--- src/rtl/traffic_pkg.sv ---
// Shared types and helpers for the traffic light controller.
// Sensor lanes use them to debounce and count arrivals.
package traffic_pkg;

  typedef enum logic [1:0] {
    IDLE_LOW   = 2'd0,
    CHECK_HIGH = 2'd1,
    IDLE_HIGH  = 2'd2,
    CHECK_LOW  = 2'd3
  } sensor_state_t;

  localparam logic [7:0] ARRIVAL_MAX = 8'd255;

  // Stable-time requirement in clock cycles, never less than one cycle.
  function automatic int debounce_cycles(input int clk_per, input int debounce_ns);
    int q;
    q = debounce_ns / clk_per;
    return (q < 1) ? 1 : q;
  endfunction

endpackage

--- src/rtl/sensor_lane.sv ---
// One sensor lane: two-flop synchronizer, debounce FSM, sticky request flop
// and saturating arrival counter.
module sensor_lane
  import traffic_pkg::*;
#(
  parameter int DEBOUNCE_CYCLES = 1
) (
  input  logic       clk,
  input  logic       rst,
  input  logic       sw,
  input  logic       ack,
  output logic       level,
  output logic       request,
  output logic [7:0] arrivals
);

  localparam int CNT_W = $clog2(DEBOUNCE_CYCLES + 1);
  localparam logic [CNT_W-1:0] CNT_TERM = CNT_W'(DEBOUNCE_CYCLES - 1);

  logic             s1_reg, s2_reg;
  sensor_state_t    state_reg, state_next;
  logic [CNT_W-1:0] cnt_reg, cnt_next;
  logic             level_reg, level_next;
  logic             request_reg, request_next;
  logic [7:0]       arrivals_reg, arrivals_next;
  logic             rise;

  always_ff @(posedge clk or posedge rst) begin
    if (rst) begin
      s1_reg       <= 1'b0;
      s2_reg       <= 1'b0;
      state_reg    <= IDLE_LOW;
      cnt_reg      <= '0;
      level_reg    <= 1'b0;
      request_reg  <= 1'b0;
      arrivals_reg <= '0;
    end else begin
      s1_reg       <= sw;
      s2_reg       <= s1_reg;
      state_reg    <= state_next;
      cnt_reg      <= cnt_next;
      level_reg    <= level_next;
      request_reg  <= request_next;
      arrivals_reg <= arrivals_next;
    end
  end

  always_comb begin
    state_next = state_reg;
    cnt_next   = cnt_reg;
    level_next = level_reg;
    rise       = 1'b0;
    unique case (state_reg)
      IDLE_LOW: begin
        if (s2_reg) begin
          state_next = CHECK_HIGH;
          cnt_next   = '0;
        end
      end
      CHECK_HIGH: begin
        if (!s2_reg) begin
          state_next = IDLE_LOW;
          cnt_next   = '0;
        end else if (cnt_reg == CNT_TERM) begin
          state_next = IDLE_HIGH;
          level_next = 1'b1;
          rise       = 1'b1;
        end else begin
          cnt_next = cnt_reg + CNT_W'(1);
        end
      end
      IDLE_HIGH: begin
        if (!s2_reg) begin
          state_next = CHECK_LOW;
          cnt_next   = '0;
        end
      end
      CHECK_LOW: begin
        if (s2_reg) begin
          state_next = IDLE_HIGH;
          cnt_next   = '0;
        end else if (cnt_reg == CNT_TERM) begin
          state_next = IDLE_LOW;
          level_next = 1'b0;
        end else begin
          cnt_next = cnt_reg + CNT_W'(1);
        end
      end
      default: state_next = IDLE_LOW;
    endcase
  end

  // A new arrival beats a same-cycle acknowledge so no car is dropped.
  always_comb begin
    request_next  = request_reg;
    arrivals_next = arrivals_reg;
    if (rise) begin
      request_next = 1'b1;
      if (arrivals_reg != ARRIVAL_MAX)
        arrivals_next = arrivals_reg + 8'd1;
    end else if (ack) begin
      request_next = 1'b0;
    end
  end

  assign level    = level_reg;
  assign request  = request_reg;
  assign arrivals = arrivals_reg;

endmodule

--- src/rtl/lane_sensor_conditioner.sv ---
// Conditions raw vehicle-sensor switches into debounced levels, sticky
// requests and per-lane arrival counts; one sensor_lane per input.
module lane_sensor_conditioner
  import traffic_pkg::*;
#(
  parameter int CLK_PER     = 10,
  parameter int DEBOUNCE_NS = 20000000,
  parameter int NUM_LANES   = 2
) (
  input  logic                   clk,
  input  logic                   rst,
  input  logic [NUM_LANES-1:0]   SW,
  input  logic [NUM_LANES-1:0]   ack,
  output logic [NUM_LANES-1:0]   level,
  output logic [NUM_LANES-1:0]   request,
  output logic [8*NUM_LANES-1:0] arrivals
);

  localparam int DEBOUNCE_CYCLES = debounce_cycles(CLK_PER, DEBOUNCE_NS);

  generate
    for (genvar gi = 0; gi < NUM_LANES; gi++) begin : g_lane
      sensor_lane #(
        .DEBOUNCE_CYCLES(DEBOUNCE_CYCLES)
      ) u_lane (
        .clk      (clk),
        .rst      (rst),
        .sw       (SW[gi]),
        .ack      (ack[gi]),
        .level    (level[gi]),
        .request  (request[gi]),
        .arrivals (arrivals[8*gi +: 8])
      );
    end
  endgenerate

endmodule

--- config.mk ---
export PLATFORM = sky130hd
export DESIGN_NAME = lane_sensor_conditioner
export DESIGN_NICKNAME = d
export VERILOG_FILES = /design/src/rtl/traffic_pkg.sv /design/src/rtl/sensor_lane.sv /design/src/rtl/lane_sensor_conditioner.sv
export SDC_FILE = /design/constraint.sdc
export NUM_CORES = 1
export LEC_CHECK = 0
export ABC_CLOCK_PERIOD_IN_PS = 2900
export BUFFER_PORTS_ARGS = -buffer_cell sky130_fd_sc_hd__buf_2
export CORE_ASPECT_RATIO = 0.7
export CORE_UTILIZATION = 41
export DETAILED_ROUTE_END_ITERATION = 6
export PLACE_DENSITY = 0.65
export RECOVER_POWER = 100
export SLEW_MARGIN = 5
export SYNTH_ARGS = -nofsm -noshare
export SYNTH_HDL_FRONTEND = slang
export SYNTH_SLANG_ARGS = --single-unit
--- constraint.sdc ---
create_clock -name clk -period 2.9 [get_ports clk]
set_input_delay 0.435 -clock clk [delete_from_list [all_inputs] [get_ports clk]]
set_output_delay 0.435 -clock clk [all_outputs]
set_load 0.01 [all_outputs]
==> impl_metrics.xml <==
<?xml version="1.0" encoding="UTF-8"?>
<metrics>
  <group name="clocking">
    <metric name="clock_sink_count" unit="">70</metric>
    <metric name="cts_made_buffers" unit="">9</metric>
    <metric name="cts_tree" unit="">yes</metric>
    <metric name="resized_gates_after_cts" unit="">0</metric>
    <metric name="post_cts.repair.setup_buffers" unit="">0</metric>
    <metric name="cts_hold_repair.buffers" unit="">0</metric>
    <metric name="cts_root_buf" unit="">clkbuf_16</metric>
    <metric name="clock_insertion_delay_worst_skew" unit="ns">0.33</metric>
    <metric name="clk_transition_reported_paths" unit="ns">0.05</metric>
    <metric name="cts_htree_levels" unit="">3</metric>
    <metric name="cts-root-to-sink-buffers" unit="">2</metric>
  </group>
  <group name="power_and_ir_drop">
    <metric name="total_power" unit="mW">2.103</metric>
    <metric name="power_density" unit="nW/um^2">520.7</metric>
    <metric name="vdd_drop_max" unit="uV">270.6</metric>
    <metric name="pleak" unit="nW">1.751</metric>
  </group>
  <group name="worst_setup_path">
    <metric name="regToRegStartpoint" unit="">g_lane[1].u_lane.cnt_reg[7]</metric>
    <metric name="reg2regPathDepth" unit="">4</metric>
    <metric name="timing.critical_path.slowest_cell_delay" unit="ns">0.71</metric>
    <metric name="worst-endpoint-required" unit="ns">3.11</metric>
    <metric name="regToRegSetupSlack" unit="ns">0.27</metric>
    <metric name="critical_path.max_fanout" unit="">8</metric>
    <metric name="r2r_end" unit="">g_lane[1].u_lane.arrivals[1]</metric>
    <metric name="worst_ep_arrival_time" unit="ns">2.84</metric>
    <metric name="worst_path_max_delay_cell" unit="">or4_1</metric>
    <metric name="crit_path_end_kind" unit="">flop</metric>
    <metric name="cp_cell_sequence" unit="">or4b_1 -&gt; or4_1 -&gt; nor4_4 -&gt; mux2_1</metric>
    <metric name="crit_type" unit="">reg2reg</metric>
    <metric name="start_kind" unit="">flop</metric>
  </group>
  <group name="cells_and_area">
    <metric name="design_area" unit="um^2">4039</metric>
    <metric name="post-route-util" unit="%">47.84</metric>
    <metric name="multi_input_gate_area_in_the_final_layout" unit="um^2">1699</metric>
    <metric name="antenna-diode-count" unit="">0</metric>
    <metric name="areaGrowthSynthToFinish" unit="%">12.95</metric>
    <metric name="ff_latch_area" unit="um^2">1752</metric>
    <metric name="largest_register_ff_count" unit="">42</metric>
    <metric name="num-fill-cells" unit="">788</metric>
    <metric name="drive_gt1_share" unit="%">7.809</metric>
    <metric name="final_net_count" unit="">402</metric>
  </group>
  <group name="detailed_routing">
    <metric name="dr_total_vias" unit="">2823</metric>
    <metric name="drt-vias-per-instance" unit="">5.460</metric>
    <metric name="routedWlPerCell" unit="um">14.12</metric>
    <metric name="first_pass_iteration_count_of_the_detailed_router" unit="">4</metric>
    <metric name="first_iter_violations" unit="">188</metric>
    <metric name="drt-total-wl" unit="um">7302</metric>
    <metric name="remaining_drc_errors" unit="">0</metric>
    <metric name="final_antenna_net_count" unit="">0</metric>
  </group>
  <group name="timing">
    <metric name="setup_tns" unit="ns">0</metric>
    <metric name="layout_worst_path_cycle_share" unit="%">90.58</metric>
    <metric name="post_route_skew" unit="ns">0.005932</metric>
    <metric name="timing_hold_violations_final" unit="">0</metric>
    <metric name="slew_headroom" unit="%">0.8716</metric>
    <metric name="report.final.slew_viol_count" unit="">0</metric>
    <metric name="max_slew.worst_pin.slew" unit="ns">1.484</metric>
    <metric name="clock.fmax" unit="MHz">380.7</metric>
    <metric name="final.setup.worst_slack" unit="ns">0.2731</metric>
    <metric name="rsz_0062_raised_after_global_routing" unit="">no</metric>
    <metric name="period_minus_slack" unit="ns">2.627</metric>
    <metric name="finalSetupViolations" unit="">0</metric>
  </group>
  <group name="die">
    <metric name="ioPinCount" unit="">26</metric>
    <metric name="core_area" unit="um^2">8443</metric>
    <metric name="die-width" unit="um">113.6</metric>
    <metric name="die-area" unit="um^2">9105</metric>
    <metric name="rows" unit="">28</metric>
    <metric name="floorplan.initialDensity" unit="%">42.35</metric>
    <metric name="die_height" unit="um">80.14</metric>
  </group>
  <group name="place">
    <metric name="dp.final_hpwl" unit="um">5090</metric>
    <metric name="place_worst_setup_slack" unit="ns">0.4120</metric>
    <metric name="port_buffers" unit="">25</metric>
    <metric name="dpl_cell_area" unit="um^2">3821</metric>
    <metric name="gpl.final_weighted_congestion" unit="">0.8197</metric>
  </group>
  <group name="yosys">
    <metric name="synth_top_cells_by_count" unit="">70 x dfrtp_1, 44 x nand2_1, 25 x nor2_1</metric>
    <metric name="post-synth-top-count-cell" unit="">dfrtp_1</metric>
    <metric name="synth_area_per_cell" unit="um^2">9.744</metric>
    <metric name="post_synth_edffs" unit="">0</metric>
    <metric name="yosys_most_used_dff" unit="">dfrtp_1</metric>
    <metric name="syn-num-nets" unit="">377</metric>
    <metric name="post_synth_num_cell_types" unit="">48</metric>
    <metric name="synth.yosys.warnings" unit="">0</metric>
    <metric name="synthCells" unit="">367</metric>
    <metric name="synth_area" unit="um^2">3576</metric>
    <metric name="async_reset_ff_share" unit="%">100.0</metric>
    <metric name="synth.top_cells.by_area" unit="">dfrtp_1 49%, xor2_1 4.9%, nand2_1 4.6%, nand3_1 3.1%, o21ai_0 2.8%</metric>
    <metric name="synth_largest_type_area_fraction" unit="%">48.99</metric>
    <metric name="largest_area_contributor_in_the_synthesized_netlist" unit="">dfrtp_1</metric>
    <metric name="yosys_register_bits" unit="">70</metric>
    <metric name="sequential_fraction_of_the_synthesis_area" unit="%">48.99</metric>
  </group>
  <group name="worst_hold_path">
    <metric name="hold_path.startpoint" unit="">SW[1]</metric>
    <metric name="hold_class" unit="">in2reg</metric>
    <metric name="worst_hold_path.endpoint" unit="">g_lane[1].u_lane.s1_reg</metric>
    <metric name="min_path_cells" unit="">1</metric>
  </group>
  <group name="global_routing">
    <metric name="grtUsageTotal" unit="%">18.22</metric>
    <metric name="grt_pass1_wl" unit="um">12920</metric>
    <metric name="globalRoute.totalOverflow" unit="">0</metric>
    <metric name="first_global_vias" unit="">2698</metric>
    <metric name="number_of_antenna_violations_at_the_first_check_in_global_routing" unit="">0</metric>
    <metric name="maximum_number_of_pins_on_one_net_before_global_route_repair" unit="">34</metric>
  </group>
  <group name="flow_run">
    <metric name="max-cap-violations" unit="">0</metric>
  </group>
  <group name="run_status">
    <metric name="status" unit="">finished, final reports clean</metric>
  </group>
</metrics>
[metal layers]
metal,GRT usage (%),part of all wire [%]
met1,25.34,52
met2,27.38,42
met3,4.981,4.6
met4,6.053,1.1
met5,0,0
[per-stage QoR]
stage / std cells / hold WS, ns
6_report: 517 / 0.2111
5_1_grt: 517 / 0.1981
4_1_cts: 517 / 0.1665
3_5_place_dp: 501 / 0.3420
3_3_place_gp: 501 / 0.3352
2_1_floorplan: 367 / 0.3312
[worst max-delay path: cells and delay by family (launching register included)]
| kind | cells | cell delay (ns) |
|---|---|---|
| flops | 1 | 0.44 |
| mux | 1 | 0.36 |
| simple gates | 3 | 1.71 |
[how the worst max path moves through the flow]
stage / startpoint / to / slack (ns)
after floorplan: g_lane[1].u_lane.cnt_reg[7] / g_lane[1].u_lane.arrivals[1] / 0.48
after global placement: g_lane[1].u_lane.cnt_reg[7] / g_lane[1].u_lane.arrivals[1] / 0.45
after detailed placement: g_lane[0].u_lane.cnt_reg[1] / g_lane[0].u_lane.arrivals[7] / 0.41
after CTS: g_lane[0].u_lane.cnt_reg[1] / g_lane[0].u_lane.arrivals[7] / 0.39
after global routing: g_lane[1].u_lane.cnt_reg[7] / g_lane[1].u_lane.arrivals[1] / 0.15
final: g_lane[1].u_lane.cnt_reg[7] / g_lane[1].u_lane.arrivals[1] / 0.27
[area by class of cell]
class | instances | area share (%)
Multi-Input combinational cell | 271 | 42.07
Sequential cell | 70 | 43.37
Tap cell | 120 | 3.717
Timing Repair Buffer | 31 | 3.346
Clock buffer | 12 | 6.103
Inverter | 9 | 0.8364
Clock inverter | 4 | 0.5576
[layout by cell type (no fill, tap or decap), drive strengths merged, types with 7 or more instances in the layout]
cell type,count
nand4,15
dfrtp,70
a31oi,8
clkbuf,36
and3,13
o21ai,21
nand2,44
xnor2,9
inv,9
a21oi,11
nor2,26
o311ai,7
mux2,7
xor2,20
nand3,22
[where the power goes]
group	internal, mW	switching [mW]
sequential	0.994	0.0220
combinational	0.0285	0.0664
clock	0.597	0.394
total	1.62	0.483
[logic make-up (layout without fill, tap and decap cells)]
logic type               count (synthesis)  in the layout  share of synthesized area (%)
flip-flops                              70             70                          48.99
AO/OA/AOI/OAI                           65             65                          11.48
AND/OR/NAND/NOR                        164            164                          24.88
adder cells (fa/ha/maj)                  4              4                          1.400
buffers and inverters                   26             56                          3.394
XOR/XNOR                                29             29                          7.103
multiplexers                             9              9                          2.764
No activity file was read; power rests on OpenSTA's default activity.
